[config.mk]
export PLATFORM = sky130hd
export DESIGN_NAME = io_serdes_cfg_bridge
export DESIGN_NICKNAME = d
export VERILOG_FILES = /design/src/rtl/fsic_cfg_pkg.sv /design/src/rtl/io_serdes_cfg_slot.sv /design/src/rtl/io_serdes_cfg_bridge.sv
export SDC_FILE = /design/constraint.sdc
export NUM_CORES = 1
export LEC_CHECK = 0
export CAP_MARGIN = 20
export CORE_ASPECT_RATIO = 2
export CORE_MARGIN = 10
export CORE_UTILIZATION = 40
export CTS_CLUSTER_SIZE = 16
export DETAILED_ROUTE_END_ITERATION = 8
export PLACE_DENSITY = 0.75
export REMOVE_ABC_BUFFERS = 1
export SLEW_MARGIN = 15
export SYNTH_ARGS = -nofsm -noshare
export SYNTH_HDL_FRONTEND = slang
export SYNTH_SLANG_ARGS = --single-unit
[constraint.sdc]
create_clock -name axi_clk -period 6.9 [get_ports axi_clk]
set_input_delay 1.38 -clock axi_clk [delete_from_list [all_inputs] [get_ports axi_clk]]
set_output_delay 1.38 -clock axi_clk [all_outputs]
set_load 0.02 [all_outputs]
[src/rtl/fsic_cfg_pkg.sv]
// Shared definitions for the fsic configuration bridges: FSM state
// encodings, AXI response codes, the error read-data value and the
// address-window decode helper.
package fsic_cfg_pkg;

  typedef enum logic [2:0] {
    ST_IDLE   = 3'd0,
    ST_WR_FWD = 3'd1,
    ST_WR_RSP = 3'd2,
    ST_RD_FWD = 3'd3,
    ST_RD_RSP = 3'd4
  } cfg_state_t;

  localparam logic [1:0]  RESP_OKAY   = 2'b00;
  localparam logic [1:0]  RESP_SLVERR = 2'b10;
  localparam logic [1:0]  RESP_DECERR = 2'b11;
  localparam logic [31:0] ERR_RDATA   = 32'h0000_0000;

  // True when a 15-bit byte address falls inside the selected 4 KB window.
  function automatic logic hit_window(input logic [14:0] addr, input logic [2:0] sel);
    return (addr[14:12] == sel);
  endfunction

endpackage

[src/rtl/io_serdes_cfg_slot.sv]
// One-entry holding slot: a valid flag plus a data register. The flag is
// control state and is reset; the payload only matters while valid is set.
module io_serdes_cfg_slot #(
  parameter int W = 8
) (
  input  logic         axi_clk,
  input  logic         axi_reset_n,
  input  logic         load,
  input  logic         clear,
  input  logic [W-1:0] din,
  output logic         valid,
  output logic [W-1:0] data
);

  // Valid flag: set on load, dropped on clear (they never coincide since
  // load is only offered while the slot is empty).
  always_ff @(posedge axi_clk or negedge axi_reset_n) begin
    if (!axi_reset_n)  valid <= 1'b0;
    else if (clear)    valid <= 1'b0;
    else if (load)     valid <= 1'b1;
  end

  // Payload register, captured together with the valid flag.
  always_ff @(posedge axi_clk) begin
    if (load) data <= din;
  end

endmodule

[src/rtl/io_serdes_cfg_bridge.sv]
// Bridges an upstream AXI-Lite style config port onto the serdes config
// port. Holds one AW, W and AR beat each, arbitrates reads vs. writes
// round-robin, decodes the serdes window and times out a stuck downstream.
module io_serdes_cfg_bridge
  import fsic_cfg_pkg::*;
#(
  parameter int         pADDR_WIDTH = 10,
  parameter int         pDATA_WIDTH = 32,
  parameter logic [2:0] pBASE_SEL   = 3'h3,
  parameter int         pTIMEOUT    = 255
) (
  input  logic                     axi_clk,
  input  logic                     axi_reset_n,
  input  logic                     s_awvalid,
  input  logic [14:0]              s_awaddr,
  output logic                     s_awready,
  input  logic                     s_wvalid,
  input  logic [pDATA_WIDTH-1:0]   s_wdata,
  input  logic [pDATA_WIDTH/8-1:0] s_wstrb,
  output logic                     s_wready,
  output logic                     s_bvalid,
  output logic [1:0]               s_bresp,
  input  logic                     s_bready,
  input  logic                     s_arvalid,
  input  logic [14:0]              s_araddr,
  output logic                     s_arready,
  output logic                     s_rvalid,
  output logic [pDATA_WIDTH-1:0]   s_rdata,
  output logic [1:0]               s_rresp,
  input  logic                     s_rready,
  output logic                     m_awvalid,
  output logic [pADDR_WIDTH-1:0]   m_awaddr,
  input  logic                     m_awready,
  output logic                     m_wvalid,
  output logic [pDATA_WIDTH-1:0]   m_wdata,
  output logic [pDATA_WIDTH/8-1:0] m_wstrb,
  input  logic                     m_wready,
  output logic                     m_arvalid,
  output logic [pADDR_WIDTH-1:0]   m_araddr,
  input  logic                     m_arready,
  input  logic                     m_rvalid,
  input  logic [pDATA_WIDTH-1:0]   m_rdata,
  output logic                     m_rready,
  output logic                     cc_ls_enable
);

  localparam int SW    = pDATA_WIDTH/8;
  localparam int CNT_W = $clog2(pTIMEOUT + 1);
  localparam logic [CNT_W-1:0] CNT_MAX = CNT_W'(pTIMEOUT);
  localparam logic [CNT_W-1:0] CNT_ONE = CNT_W'(1);

  logic                   aw_vld, w_vld, ar_vld;
  logic [14:0]            aw_addr, ar_addr;
  logic [pDATA_WIDTH-1:0] w_data;
  logic [SW-1:0]          w_strb;
  logic                   aw_clr, w_clr, ar_clr;

  cfg_state_t             state_q, state_d;
  logic                   last_rd_q, last_rd_d;
  logic                   ar_done_q, ar_done_d;
  logic [CNT_W-1:0]       cnt_q, cnt_d;
  logic [1:0]             resp_q, resp_d;
  logic [pDATA_WIDTH-1:0] rdata_q, rdata_d;
  logic                   timeout, pick_rd;

  // Address offset bits below the DW boundary carry no meaning downstream.
  logic unused_addr;
  assign unused_addr = ^{aw_addr, ar_addr};

  // Readiness mirrors slot emptiness, held low while reset is asserted.
  assign s_awready = axi_reset_n & ~aw_vld;
  assign s_wready  = axi_reset_n & ~w_vld;
  assign s_arready = axi_reset_n & ~ar_vld;

  io_serdes_cfg_slot #(.W(15)) u_aw_slot (
    .axi_clk(axi_clk), .axi_reset_n(axi_reset_n), .load(s_awvalid & s_awready),
    .clear(aw_clr), .din(s_awaddr), .valid(aw_vld), .data(aw_addr));

  io_serdes_cfg_slot #(.W(pDATA_WIDTH + SW)) u_w_slot (
    .axi_clk(axi_clk), .axi_reset_n(axi_reset_n), .load(s_wvalid & s_wready),
    .clear(w_clr), .din({s_wstrb, s_wdata}), .valid(w_vld), .data({w_strb, w_data}));

  io_serdes_cfg_slot #(.W(15)) u_ar_slot (
    .axi_clk(axi_clk), .axi_reset_n(axi_reset_n), .load(s_arvalid & s_arready),
    .clear(ar_clr), .din(s_araddr), .valid(ar_vld), .data(ar_addr));

  // Control state: FSM, arbitration history, read phase, wait counter, response.
  always_ff @(posedge axi_clk or negedge axi_reset_n) begin
    if (!axi_reset_n) begin
      state_q   <= ST_IDLE;
      last_rd_q <= 1'b1;
      ar_done_q <= 1'b0;
      cnt_q     <= '0;
      resp_q    <= RESP_OKAY;
    end else begin
      state_q   <= state_d;
      last_rd_q <= last_rd_d;
      ar_done_q <= ar_done_d;
      cnt_q     <= cnt_d;
      resp_q    <= resp_d;
    end
  end

  // Returned read data; only visible through s_rdata while in RD_RSP.
  always_ff @(posedge axi_clk) begin
    rdata_q <= rdata_d;
  end

  // Next-state and output decode; downstream outputs fall away once the
  // wait counter has reached the timeout limit.
  always_comb begin
    state_d      = state_q;
    last_rd_d    = last_rd_q;
    ar_done_d    = ar_done_q;
    cnt_d        = cnt_q;
    resp_d       = resp_q;
    rdata_d      = rdata_q;
    aw_clr       = 1'b0;
    w_clr        = 1'b0;
    ar_clr       = 1'b0;
    cc_ls_enable = 1'b0;
    m_awvalid    = 1'b0;
    m_awaddr     = '0;
    m_wvalid     = 1'b0;
    m_wdata      = '0;
    m_wstrb      = '0;
    m_arvalid    = 1'b0;
    m_araddr     = '0;
    m_rready     = 1'b0;
    s_bvalid     = 1'b0;
    s_bresp      = 2'b00;
    s_rvalid     = 1'b0;
    s_rresp      = 2'b00;
    s_rdata      = '0;
    timeout      = (cnt_q == CNT_MAX);
    pick_rd      = ar_vld & (~(aw_vld & w_vld) | ~last_rd_q);
    unique case (state_q)
      ST_IDLE: begin
        if (pick_rd) begin
          last_rd_d = 1'b1;
          cnt_d     = '0;
          ar_done_d = 1'b0;
          if (hit_window(ar_addr, pBASE_SEL)) begin
            state_d = ST_RD_FWD;
          end else begin
            state_d = ST_RD_RSP;
            resp_d  = RESP_DECERR;
            rdata_d = pDATA_WIDTH'(ERR_RDATA);
          end
        end else if (aw_vld && w_vld) begin
          last_rd_d = 1'b0;
          cnt_d     = '0;
          if (hit_window(aw_addr, pBASE_SEL)) begin
            state_d = ST_WR_FWD;
          end else begin
            state_d = ST_WR_RSP;
            resp_d  = RESP_DECERR;
          end
        end
      end
      ST_WR_FWD: begin
        cc_ls_enable = 1'b1;
        if (timeout) begin
          state_d = ST_WR_RSP;
          resp_d  = RESP_SLVERR;
        end else begin
          m_awvalid = 1'b1;
          m_wvalid  = 1'b1;
          m_awaddr  = aw_addr[pADDR_WIDTH+1:2];
          m_wdata   = w_data;
          m_wstrb   = w_strb;
          if (m_awready && m_wready) begin
            state_d = ST_WR_RSP;
            resp_d  = RESP_OKAY;
          end else begin
            cnt_d = cnt_q + CNT_ONE;
          end
        end
      end
      ST_RD_FWD: begin
        cc_ls_enable = 1'b1;
        if (timeout) begin
          state_d = ST_RD_RSP;
          resp_d  = RESP_SLVERR;
          rdata_d = pDATA_WIDTH'(ERR_RDATA);
        end else if (!ar_done_q) begin
          m_arvalid = 1'b1;
          m_araddr  = ar_addr[pADDR_WIDTH+1:2];
          if (m_arready) ar_done_d = 1'b1;
          cnt_d = cnt_q + CNT_ONE;
        end else begin
          m_rready = 1'b1;
          if (m_rvalid) begin
            state_d = ST_RD_RSP;
            resp_d  = RESP_OKAY;
            rdata_d = m_rdata;
          end else begin
            cnt_d = cnt_q + CNT_ONE;
          end
        end
      end
      ST_WR_RSP: begin
        s_bvalid = 1'b1;
        s_bresp  = resp_q;
        if (s_bready) begin
          aw_clr  = 1'b1;
          w_clr   = 1'b1;
          state_d = ST_IDLE;
        end
      end
      ST_RD_RSP: begin
        s_rvalid = 1'b1;
        s_rresp  = resp_q;
        s_rdata  = rdata_q;
        if (s_rready) begin
          ar_clr  = 1'b1;
          state_d = ST_IDLE;
        end
      end
      default: state_d = ST_IDLE;
    endcase
  end

endmodule

# Word-level counts from Yosys, hierarchy flattened
# Cells that the tools add are included.
[op_classes]
n_addsub = 1
mul = 0
n_div = 0
order_cmp = 0
eq_ne = 21
shift = 0
muxes = 76
bitwise_logic = 14
reduce_logical = 16
[op_table]
columns = ["operator", "count"]
rows = [
  ["$mux W32", 8],
  ["$pmux W32 S2", 1],
  ["$mux W8", 7],
  ["$mux W10", 5],
  ["$mux W3", 10],
  ["$mux W1", 27],
  ["$mux W2", 12],
  ["$pmux W8 S3", 1],
  ["$ne A3 B3 Y1 const B", 7],
  ["$pmux W3 S5", 1],
  ["$ne A2 B2 Y1 const B", 7],
  ["$eq A3 B2 Y1 const B", 4],
  ["$reduce_and A6 Y1", 2],
  ["$reduce_bool A2 Y1", 5],
  ["$add A8 B1 Y8 const B", 1],
  ["$and A1 B1 Y1", 8],
  ["$eq A8 B8 Y1 const B", 1],
  ["$mux W4", 2],
  ["$reduce_and A7 Y1", 1],
  ["$pmux W2 S3", 1],
  ["$not A1 Y1", 5],
  ["$reduce_and A5 Y1", 1],
  ["$eq A3 B1 Y1 const B", 1],
  ["$eq A3 B3 Y1 const B", 1],
  ["8 further kinds", 9],
]
[word_totals]
register_bits = 116
latchBits = 0
ram_bits = 0
romBits = 0
inputBits = 109
out_inout_bits = 102
wordCells = 140
n_memories = 0

# Logic depth before layout (Yosys ltp)
# Gate-level depths: netlist of the first run.
[depth]
ltp_word = 6
ltp_mapped = 8
ltp_nobuf = 5

# Cells and area by module
# From an unflattened synthesis of the first run, not the netlist that was laid out.
[hier_totals]
cells_unflattened = 358
area_unflattened_um2 = 4904.7
[by_module_without_submodules]
columns = ["mod", "n_inst", "cells_per_inst", "area_each_um2", "seq_area_each_um2"]
rows = [
  ["io_serdes_cfg_bridge", 1, 286, 2817.7, 1337.5],
  ["io_serdes_cfg_slot at u_w_slot", 1, 38, 1116.1, 1106.1],
  ["io_serdes_cfg_slot at u_ar_slot ...", 2, 17, 485.5, 475.5],
]

# Worst setup path before layout of the first run
# No wires, ideal clock.
[synth_timing]
path_type = "input-to-reg"
from = "input port m_rvalid"
to = "register rdata_q[0] (enable)"
setup_ns = 0.426
arrival_time_ns = 2.922
t_required_ns = 6.474
path_slack_ns = 3.552
cell_stages = 2
n_path_buf = 0
cell_sequence = "nand2_1 -> a221oi_2"
[synth_between]
elab_chain_cells = 2
[synth_lines]
columns = ["item", "line", "text"]
rows = [
  ["from (decl)", "io_serdes_cfg_bridge.sv:41", "input logic m_rvalid,"],
  ["$ne A3 B3 Y1 (no source line)", "n/a", ""],
  ["$reduce_and A5 Y1 (no source line)", "n/a", ""],
  ["to (signal assigned)", "io_serdes_cfg_bridge.sv:106", "rdata_q <= rdata_d;"],
  ["to (decl)", "io_serdes_cfg_bridge.sv:63", "logic [pDATA_WIDTH-1:0] rdata_q, rdata_d;"],
]
# No other way between the ends.
# A chain may end at the register's enable or synchronous reset.

# Final worst setup path of the first run
[layout_timing]
from = "input port axi_reset_n"
to = "output port s_wready"
[layout_between]
elab_chain_cells = 1
[layout_lines]
columns = ["item", "line", "text"]
rows = [
  ["from (decl)", "io_serdes_cfg_bridge.sv:13", "input logic axi_reset_n,"],
  ["$and A1 B1 Y1", "io_serdes_cfg_bridge.sv:72", "assign s_wready = axi_reset_n & ~w_vld;"],
  ["to (decl)", "io_serdes_cfg_bridge.sv:20", "output logic s_wready,"],
]
# No other way between the ends.

==> key figures, run 1 <==
Clocking
  – CTS tree: built
  – H-tree depth: 3
  – Post-CTS setup buffers: 0
  – Root Buffer: clkbuf_16
  – # hold bufs at CTS: 0
  – Reg clk slew, reported paths: 70 ps
  – CTS Sinks: 112
  – CTS Buf Count: 9
  – Post-cts sizing count: 0
  – Clock Tree Buf Depth: 2
  – Clk Latency, worst-skew pair: 340 ps

Setup path
  – CP startpoint kind: input pin
  – Critical Path Sink Type: output port
  – Crit path kind: in2out
  – Critical path peak fanout: 21
  – CP Data Required Time: 5520 ps
  – CP arrival: 3380 ps

STA
  – Hold Vio Cnt, Final: 0
  – Layout Skew: 7.604 ps
  – Worst-margin pin slew: 953.6 ps
  – Post-layout min period: 4756 ps
  – RSZ-0062 raised after global routing: false
  – Max_slew headroom: 0.3623
  – Period utilisation layout: 0.6893
  – Final setup violation count: 0
  – Max Clk Rate: 210.3 MHz
  – Setup TNS Final: 0 ps
  – Slew Limit Fails: 0

Global routing
  – First-pass GRT wire length: 20.07 mm
  – Total Routing Usage GR: 0.1459
  – Vias in the first global route: 3608
  – Largest net degree at the start of global routing: 46
  – Initial antenna violation count: 0
  – Grt ovf: 0

Route
  – Drt first pass iters: 4
  – DRT antenna net count: 0
  – # DRC: 0
  – 1st-iter DRT viols: 219
  – Via density per instance: 5.027
  – DR vias: 3579
  – Routed length per instance: 18.53 um
  – WL final: 13.19 mm

Pwr
  – Part of the power in registers: 0.404
  – P_int: 1.667 mW
  – Total Power: 2.514 mW
  – Peak VDD IR: 0.0001645 V
  – Clock power share: 0.217
  – Switch share: 0.3371
  – Logic pwr share: 0.378
  – Pleak: 2.767 nW
  – P per Cell Area: 341.3 nW/um2
  – P_sw: 0.8474 mW

Worst hold path
  – Worst hold-check path type: reg2reg

Synthesis
  – Syn_area_per_cell: 13.52 um2
  – Post-synth EDFFs: 94
  – Asr flop ratio synth: 0.1607
  – Ys Warns: 0
  – Register area share after synthesis: 0.6710
  – Dominant synthesized flop cell: edfxtp_1
  – Synthesized area: 4880 um2
  – Count of cell types in the netlist: 51
  – Syn Inst Count: 361
  – #FFs+latches synth: 112

Run status
  – Status: finished clean

Floorplan
  – Core ar.: 12050 um2
  – # IOs: 211
  – Die Area: 17290 um2
  – Rows: 57
  – Die Span X: 98.10 um
  – Initial core utilization: 0.4049
  – Die height: 176.2 um

Finish
  – Ant diodes: 0
  – Register area: 3274 um2
  – Area of the multi-input gates: 1463 um2
  – Design area: 7367 um2
  – Area Growth Syn to Fin: 50.97%
  – Layout fillers: 944
  – Net count, final: 670
  – Share of layout cells above drive strength 1: 0.05487

Place
  – Port Buffers: 206
  – Placed cell area: 7043 um2
  – Hpwl dp: 10.20 mm
  – GP Congestion: 0.8176

Run
  – Max Cap Viol: 0
==> synthesized netlist by cell type, types with 2 or more instances <==
library cell / count / area [um2]
nand3_1: 7 / 35.03
nor2b_1: 3 / 18.77
clkbuf_1: 11 / 41.29
o22a_1: 4 / 35.03
dfrtp_1: 17 / 425.4
o22ai_1: 2 / 12.51
buf_2: 3 / 15.01
nor2_2: 2 / 12.51
a21oi_1: 3 / 15.01
o21ai_0: 3 / 15.01
inv_1: 5 / 18.77
and2_1: 85 / 531.8
edfxtp_1: 94 / 2823
a2bb2oi_1: 3 / 26.28
a221o_1: 2 / 20.02
and3_1: 35 / 219.0
a211o_1: 2 / 17.52
buf_6: 4 / 45.04
nor3_1: 6 / 30.03
nand3b_1: 2 / 15.01
a21o_1: 3 / 22.52
nand2_1: 17 / 63.81
nor2_1: 2 / 7.510
buf_4: 4 / 30.03
nor4_1: 4 / 25.02
nor3b_1: 13 / 97.59
==> power by group through the flow <==
stage | sequential (mW) | combinational (mW) | clock (mW)
after floorplan | 1.02 | 0.510 | 0
after global placement | 1.02 | 0.932 | 0
after detailed placement | 1.03 | 0.958 | 0
after CTS | 1.01 | 0.963 | 0.559
after global routing | 1.03 | 1.03 | 0.591
final | 1.02 | 0.952 | 0.546
==> per-stage QoR <==
step           std cells  utilization  worst slack [ps]  hold slack [ps]
2_1_floorplan        339            -              3183            484.9
3_3_place_gp         695       0.5831              2069            508.8
3_5_place_dp         696       0.5843              2076            526.2
4_1_cts              712       0.6108              2072            539.8
5_1_grt              712       0.6112              1899            556.8
6_report             712       0.6112              2144            539.0
==> registers in the layout, indices dropped and copies added, names as in the netlist <==
signal	flops
u_ar_slot.data	13
last_rd_q	1
u_aw_slot.data	13
u_aw_slot.valid	1
state_q	3
cnt_q	8
u_w_slot.data	36
resp_q	2
ar_done_q	1
u_ar_slot.valid	1
u_w_slot.valid	1
rdata_q	32
==> cells in the final DEF, fill, tap and decap left out, types with 3 or more instances in the layout <==
cell type,count
nand2_1,17
nor3b_1,13
a21oi_1,3
clkbuf_16,9
nor2b_1,3
a2bb2oi_1,3
nor4_1,4
and3_1,35
inv_1,5
dfrtp_1,17
o21ai_0,3
a21o_1,3
o22a_1,4
nand3_1,7
nor3_1,6
edfxtp_1,94
clkdlybuf4s50_1,206
and2_1,85
buf_4,3
==> worst paths after layout <==
path | startpoint | endpoint | slack, ps | depth (start not counted)
max | axi_reset_n | s_wready | 2140 | 3
min | last_rd_q | last_rd_q | 540 | 2
max reg2reg | state_q[2] | rdata_q[21] | 4220 | 6
min reg2reg | last_rd_q | last_rd_q | 540 | 2
max in group asynchronous | axi_reset_n | cnt_q[0] | 4740 | 1
min in group asynchronous | axi_reset_n | ar_done_q | 1570 | 1
==> cell type report <==
type / count / area share
Clock buffer: 9 / 0.03057
Clock inverter: 7 / 0.01274
Inverter: 6 / 0.003736
Multi-Input combinational cell: 221 / 0.1985
Sequential cell: 112 / 0.4445
Tap cell: 147 / 0.02497
Timing Repair Buffer: 210 / 0.2850
==> metal layers <==
layer | global-route usage | share of wire | vias to the layer above
met3 | 0.06732 | 0.11 | 13
met2 | 0.2423 | 0.49 | 185
met4 | 0.05847 | 0.019 | 0
met1 | 0.1569 | 0.38 | 1679
li1 | - | - | 1702
met5 | 0 | 0 | -
==> cells by family (layout without fill, tap and decap cells) <==
group | Yosys count | count (layout) | synth area share
AOI/OAI and AO/OA | 32 | 32 | 0.05487
adders and majority gates | 1 | 1 | 0.002564
buffers and inverters | 28 | 232 | 0.03256
DFF | 112 | 112 | 0.6710
muxes | 2 | 2 | 0.004359
and+or+nand+nor | 186 | 186 | 0.2346
==> critical path, cell delays in order <==
cell,delay (ps)
clkdlybuf4s50_1,1090
nor2b_1,270
clkdlybuf4s50_1,630
No activity file was read; power rests on OpenSTA's default activity.
==> inputs of run 2 (changes only) <==
--- a/config.mk
+++ b/config.mk
@@ -8,10 +8,10 @@
 export CAP_MARGIN = 20
 export CORE_ASPECT_RATIO = 2
 export CORE_MARGIN = 10
-export CORE_UTILIZATION = 40
+export CORE_UTILIZATION = 38
 export CTS_CLUSTER_SIZE = 16
 export DETAILED_ROUTE_END_ITERATION = 8
-export PLACE_DENSITY = 0.75
+export PLACE_DENSITY = 0.74
 export REMOVE_ABC_BUFFERS = 1
 export SLEW_MARGIN = 15
 export SYNTH_ARGS = -nofsm -noshare
==> constraint.sdc (replaced) <==
create_clock -name axi_clk -period 4.3 [get_ports axi_clk]
set_input_delay 0.86 -clock axi_clk [delete_from_list [all_inputs] [get_ports axi_clk]]
set_output_delay 0.86 -clock axi_clk [all_outputs]
set_load 0.02 [all_outputs]
==> run 2 against run 1 <==
Global-route usage grew 0.087 points. First-iteration DRC count shrank 57%. Non-clock buffer count grew 2. Critical path type is now reg2out. Largest cell class unchanged.
==> key figures, run 2 (same netlist as run 1, synthesis figures left out) <==
Run status
  – Status: finished clean

Floorplan
  – Core ar.: 12550 um2 (+4.2%)
  – Die Area: 18050 um2 (+4.4%)
  – Die Span X: 100.1 um (+2.1%)
  – Rows: 58 (+1.8%)
  – Initial core utilization: 0.3887 (-0.01618)
  – Die height: 180.3 um (+2.3%)
  – # IOs: 211 (unchanged)

Finish
  – Commonest non-fill, non-tap cell in the layout: clkdlybuf4s50_1
  – Area Growth Syn to Fin: 50.31%
  – Register area: 3274 um2 (unchanged)
  – Most flops, register: u_w_slot.data
  – Most frequent cells in the layout: clkdlybuf4s50_1, edfxtp_1, and2_1
  – Design area: 7335 um2 (-0.44%)
  – Net count, final: 672 (+0.30%)
  – Layout fillers: 1052 (+11%)
  – Share of layout cells above drive strength 1: 0.05820 (+0.003334)
  – Top flop regs: u_w_slot.data x36, rdata_q x32
  – Ant diodes: 0 (unchanged)
  – Area of the multi-input gates: 1458 um2 (-0.34%)
  – Largest register FFs: 36 (unchanged)

Setup path
  – Critical Path Sink Type: output port
  – Critical path peak fanout: 35 (+67%)
  – Crit path from: cnt_q[0]
  – Crit path kind: reg2out
  – CP arrival: 2790 ps (-590 ps)
  – Worst R2R Start: cnt_q[0]
  – CP startpoint kind: flop
  – CP Data Required Time: 3440 ps (-2080 ps)

Clocking
  – Post-cts sizing count: 0 (unchanged)
  – Clock Tree Buf Depth: 2 (unchanged)
  – Root Buffer: clkbuf_16
  – Post-CTS setup buffers: 0 (unchanged)
  – CTS Sinks: 112 (unchanged)
  – H-tree depth: 3 (unchanged)
  – Clk Latency, worst-skew pair: 340 ps (about the same)
  – # hold bufs at CTS: 0 (unchanged)
  – CTS tree: built
  – Reg clk slew, reported paths: 70 ps (about the same)
  – CTS Buf Count: 9 (unchanged)

Route
  – DR vias: 3568 (-0.31%)
  – DRT antenna net count: 0 (unchanged)
  – Via density per instance: 4.976 (-1.0%)
  – 1st-iter DRT viols: 95 (-57%)
  – WL final: 13.51 mm (+2.4%)
  – Drt first pass iters: 4 (unchanged)
  – # DRC: 0 (unchanged)
  – Routed length per instance: 18.84 um (+1.7%)

Global routing
  – Initial antenna violation count: 0 (unchanged)
  – First-pass GRT wire length: 21.04 mm (+4.8%)
  – Total Routing Usage GR: 0.1468 (+0.0008689)
  – Largest net degree at the start of global routing: 49 (+6.5%)
  – Grt ovf: 0 (unchanged)
  – Met3 Track Usage GR: 0.05031 (-0.01701)
  – Grt met2 use: 0.2540 (+0.01174)
  – Vias in the first global route: 3802 (+5.4%)
  – Met1 GRT Util: 0.1524 (-0.004579)
  – Most Used Layer, Global Route: met2

Place
  – Hpwl dp: 10.59 mm (+3.8%)
  – Placed cell area: 7054 um2 (+0.16%)
  – Port Buffers: 206 (unchanged)
  – GP Congestion: 0.7716 (-5.6%)

Pwr
  – Pleak: 2.753 nW (-0.48%)
  – P per Cell Area: 537.0 nW/um2 (+57%)
  – Peak VDD IR: 0.0004089 V (+150%)

STA
  – WHS: 539.0 ps (-0.008000 ps)
  – Final setup violation count: 0 (unchanged)
  – Worst-margin pin slew: 833.0 ps (-120.5 ps)
  – RSZ-0062 raised after global routing: false
  – Layout Skew: 6.241 ps (-1.363 ps)
  – Period utilisation layout: 0.8481
  – Post-layout min period: 3647 ps
  – Max Clk Rate: 274.2 MHz
  – Hold Vio Cnt, Final: 0 (unchanged)
  – Slew Limit Fails: 0 (unchanged)
  – Setup TNS Final: 0 ps (unchanged)
  – Max_slew headroom: 0.4446 (+0.08235)

Worst hold path
  – HP Start: cnt_q[7]
  – Worst hold-check path type: reg2reg

Run
  – Max Cap Viol: 0 (unchanged)
-- run 2: layout make-up --
class	count	area share
Multi-Input combinational cell	221	0.1987
Timing Repair Buffer	212	0.2873
Clock buffer	9	0.03071
Tap cell	150	0.02559
Sequential cell	112	0.4464
Inverter	6	0.003753
Clock inverter	7	0.007506
-- run 2: worst max-delay path: stages, from the launching register on --
cell             delay [ps]
dfrtp_1                 420
ha_1                    280
nand4_2                 140
o211a_1                 730
and2_1                  240
clkdlybuf4s50_1         630
-- run 2: per-layer routing --
| layer | up-vias | share of wire | wire [um] |
|---|---|---|---|
| met5 | - | 0 | 0 |
| met4 | 0 | 0.033 | 444 |
| met3 | 21 | 0.078 | 1055 |
| met2 | 152 | 0.52 | 7052 |
| met1 | 1689 | 0.37 | 4957 |
| li1 | 1706 | - | - |
-- run 2: worst paths after layout --
| check | cells past startpoint | slack (ps) | to |
|---|---|---|---|
| setup reg to reg | 5 | 1700 | rdata_q[22] |
| max in group asynchronous | 2 | 2990 | last_rd_q |
| setup / recovery | 5 | 650 | m_rready |
| hold / removal | 1 | 540 | cnt_q[7] |
| min in group asynchronous | 1 | 750 | u_aw_slot.valid |
| hold reg to reg | 1 | 540 | cnt_q[7] |
-- run 2: power breakdown --
group	switching, mW	leakage, nW	internal, mW
logic	0.846	1.51	0.685
registers	0.142	1.11	1.48
clock network	0.386	0.134	0.400
total	1.37	2.75	2.56
-- run 2: per-stage QoR --
stage / total power, mW / setup slack (ps) / cells / util
6_report: 3.939 / 653.3 / 717 / 0.5842
3_5_place_dp: 3.198 / 975.9 / 701 / 0.5619
4_1_cts: 3.988 / 588.0 / 717 / 0.5842
2_1_floorplan: 2.447 / 794.7 / 339 / -
3_3_place_gp: 3.156 / 1051 / 701 / 0.5619
5_1_grt: 4.165 / 442.6 / 717 / 0.5842
==> inputs of run 3 (changes only) <==
==> constraint.sdc (replaced) <==
create_clock -name axi_clk -period 3.24 [get_ports axi_clk]
set_input_delay 0.648 -clock axi_clk [delete_from_list [all_inputs] [get_ports axi_clk]]
set_output_delay 0.648 -clock axi_clk [all_outputs]
set_load 0.02 [all_outputs]
==> run 3 against run 2 <==
Clock skew increased by 4.7 ps. Core utilization increased by 0.76 points. Total power is 36% higher. Sequential cell count is the same. Die area unchanged. Register-to-register slack got worse by 890 ps. First-iteration DRC count up 28%. Count of clock-buffer cells in the layout rose by 1. Clock power rose by 42%. Sequential power up 31%. Final cell count is 0.84% higher. Global-route usage grew 0.41 points. Highest routed layer unchanged.
==> key figures, run 3 (same netlist as run 1, synthesis figures left out) <==
Place
  – Placed instance count: 707 (+0.86%)
  – Hpwl dp: 10.98 mm (+3.7%)
  – Placed cell area: 7099 um2 (+0.64%)
  – Placement Setup Slack: 332.3 ps (-643.6 ps)
  – Port Buffers: 206 (unchanged)
  – GP Congestion: 0.7687 (-0.38%)

Setup path
  – Critical Path Sink Type: output port
  – Crit path cell chain: ha_1 > nand4_2 > o21ai_4 > nor2_2 > buf_8 > and2_1 > clkdlybuf4s50_1
  – Max stage delay on crit path: 630 ps (-100 ps)
  – Crit path kind: reg2out
  – Buf/Inv on CP: 2 (+1)
  – Top delay family on crit path: buffers and inverters
  – CP Data Required Time: 2590 ps (-850 ps)
  – CP startpoint kind: flop
  – Crit-path slowest cell: clkdlybuf4s50_1
  – CP arrival: 2420 ps (-370 ps)
  – R2R Setup Slk: 810 ps (-890 ps)
  – Critical path peak fanout: 48 (+37%)

Finish
  – Area of the multi-input gates: 1458 um2 (unchanged)
  – Share of layout cells above drive strength 1: 0.06806 (+0.009862)
  – Most flops, register: u_w_slot.data
  – Area Growth Syn to Fin: 52.26%
  – Commonest non-fill, non-tap cell in the layout: clkdlybuf4s50_1
  – Layout fillers: 1033 (-1.8%)
  – Design area: 7430 um2 (+1.3%)
  – Fin util: 0.5918 (+0.007574)
  – Ant diodes: 0 (unchanged)
  – Register area: 3274 um2 (unchanged)
  – Most frequent cells in the layout: clkdlybuf4s50_1, edfxtp_1, and2_1
  – Net count, final: 678 (+0.89%)
  – Final cell count without fillers: 723 (+0.84%)
  – Largest register FFs: 36 (unchanged)
  – Top flop regs: u_w_slot.data x36, rdata_q x32

Clocking
  – Clock Tree Buf Depth: 2 (unchanged)
  – CTS tree: built
  – Root Buffer: clkbuf_16
  – Clk Latency, worst-skew pair: 340 ps (about the same)
  – CTS Sinks: 112 (unchanged)
  – H-tree depth: 3 (unchanged)
  – Reg clk slew, reported paths: 60 ps (about the same)
  – CTS Buf Count: 9 (unchanged)

Run
  – Max Cap Viol: 0 (unchanged)

Pwr
  – P per Cell Area: 721.3 nW/um2 (+34%)
  – Peak VDD IR: 0.0004508 V (+10%)
  – Pleak: 2.975 nW (+8.1%)

Floorplan
  – Initial core utilization: 0.3887 (unchanged)
  – # IOs: 211 (unchanged)
  – Rows: 58 (unchanged)
  – Die height: 180.3 um (unchanged)
  – Core ar.: 12550 um2 (unchanged)
  – Die Span X: 100.1 um (unchanged)
  – Die Area: 18050 um2 (unchanged)

STA
  – Final setup violation count: 0 (unchanged)
  – Setup WS post-layout: 172.3 ps (-481.0 ps)
  – Hold Vio Cnt, Final: 0 (unchanged)
  – Max Clk Rate: 326.0 MHz
  – RSZ-0062 raised after global routing: false
  – Slew Limit Fails: 0 (unchanged)
  – Period utilisation layout: 0.9468
  – Layout Skew: 10.93 ps (+4.686 ps)
  – Max_slew headroom: 0.5142 (+0.06958)
  – Worst-margin pin slew: 728.7 ps (-104.4 ps)
  – WHS: 539.9 ps (+0.9290 ps)
  – Post-layout min period: 3068 ps

Route
  – Routed wl met3: 1.115 mm (+5.7%)
  – Via density per instance: 5.055 (+1.6%)
  – DR vias: 3655 (+2.4%)
  – Drt first pass iters: 4 (unchanged)
  – # DRC: 0 (unchanged)
  – DRT met1 WL: 4.905 mm (-1.0%)
  – 1st-iter DRT viols: 122 (+28%)
  – Met2 wire len: 7.486 mm (+6.2%)
  – Routed length per instance: 19.19 um (+1.9%)
  – Max Used Layer: met4
  – WL final: 13.88 mm (+2.7%)
  – DRT antenna net count: 0 (unchanged)

Global routing
  – First-pass GRT wire length: 21.38 mm (+1.6%)
  – Vias in the first global route: 3800 (-0.053%)
  – Largest net degree at the start of global routing: 49 (unchanged)
  – Initial antenna violation count: 0 (unchanged)
  – Grt ovf: 0 (unchanged)
  – Total Routing Usage GR: 0.1509 (+0.004098)

Run status
  – Status: finished clean

Worst hold path
  – Worst hold-check path type: reg2reg
==> run 3: changes by cell type in the layout (fill, tap and decap cells not counted), sizes merged <==
cell / before / now
clkdlybuf4s50: 206 / 195
dlymetal6s2s: 0 / 9
clkinv: 4 / 3
bufinv: 0 / 1
clkbuf: 9 / 10
clkinvlp: 1 / 0
dlygate4sd2: 0 / 2
buf: 6 / 12
==> run 3: path summary, 6_finish.rpt <==
path                                  start              end  cells past startpoint
worst max-delay path               cnt_q[0]      m_awaddr[7]                      7
worst min-delay path              resp_q[1]        resp_q[1]                      1
worst max register to register     cnt_q[0]      rdata_q[25]                      6
worst min register to register    resp_q[1]        resp_q[1]                      1
max in group asynchronous       axi_reset_n        last_rd_q                      2
min in group asynchronous       axi_reset_n  u_aw_slot.valid                      1
==> run 3: cell type report <==
cell class,count,share of cell area
Tap cell,150,0.02526
Timing Repair Buffer,218,0.2934
Clock buffer,10,0.03082
Multi-Input combinational cell,221,0.1962
Sequential cell,112,0.4407
Inverter,6,0.003705
Clock inverter,6,0.009936
==> run 3: timing repair <==
| item | CTS | global route |
|---|---|---|
| setup buffers | 0 | 0 |
| resized for setup | 2 | 11 |
| hold buffers | 0 | 0 |
| pin swaps | 0 | 0 |
| setup endpoints to repair | 2 | 54 |
==> run 3: power by group <==
part	internal, mW	leakage (nW)	switching [mW]
Sequential	1.97	1.11	0.167
Combinational	0.941	1.72	1.17
Clock	0.612	0.148	0.506
Total	3.52	2.98	1.84
==> run 3: layer usage <==
metal,vias to the layer above,GRT usage
li1,1722,-
met3,21,0.04839
met4,0,0.05511
met2,170,0.2749
met5,-,0
met1,1742,0.1524
==> run 3: through the flow <==
stage                     total power, mW  TNS (ps)
final                               5.359         0
after global routing                5.656         0
after CTS                           5.420         0
after detailed placement            4.286         0
after global placement              4.218         0
after floorplan                     3.247     -8527
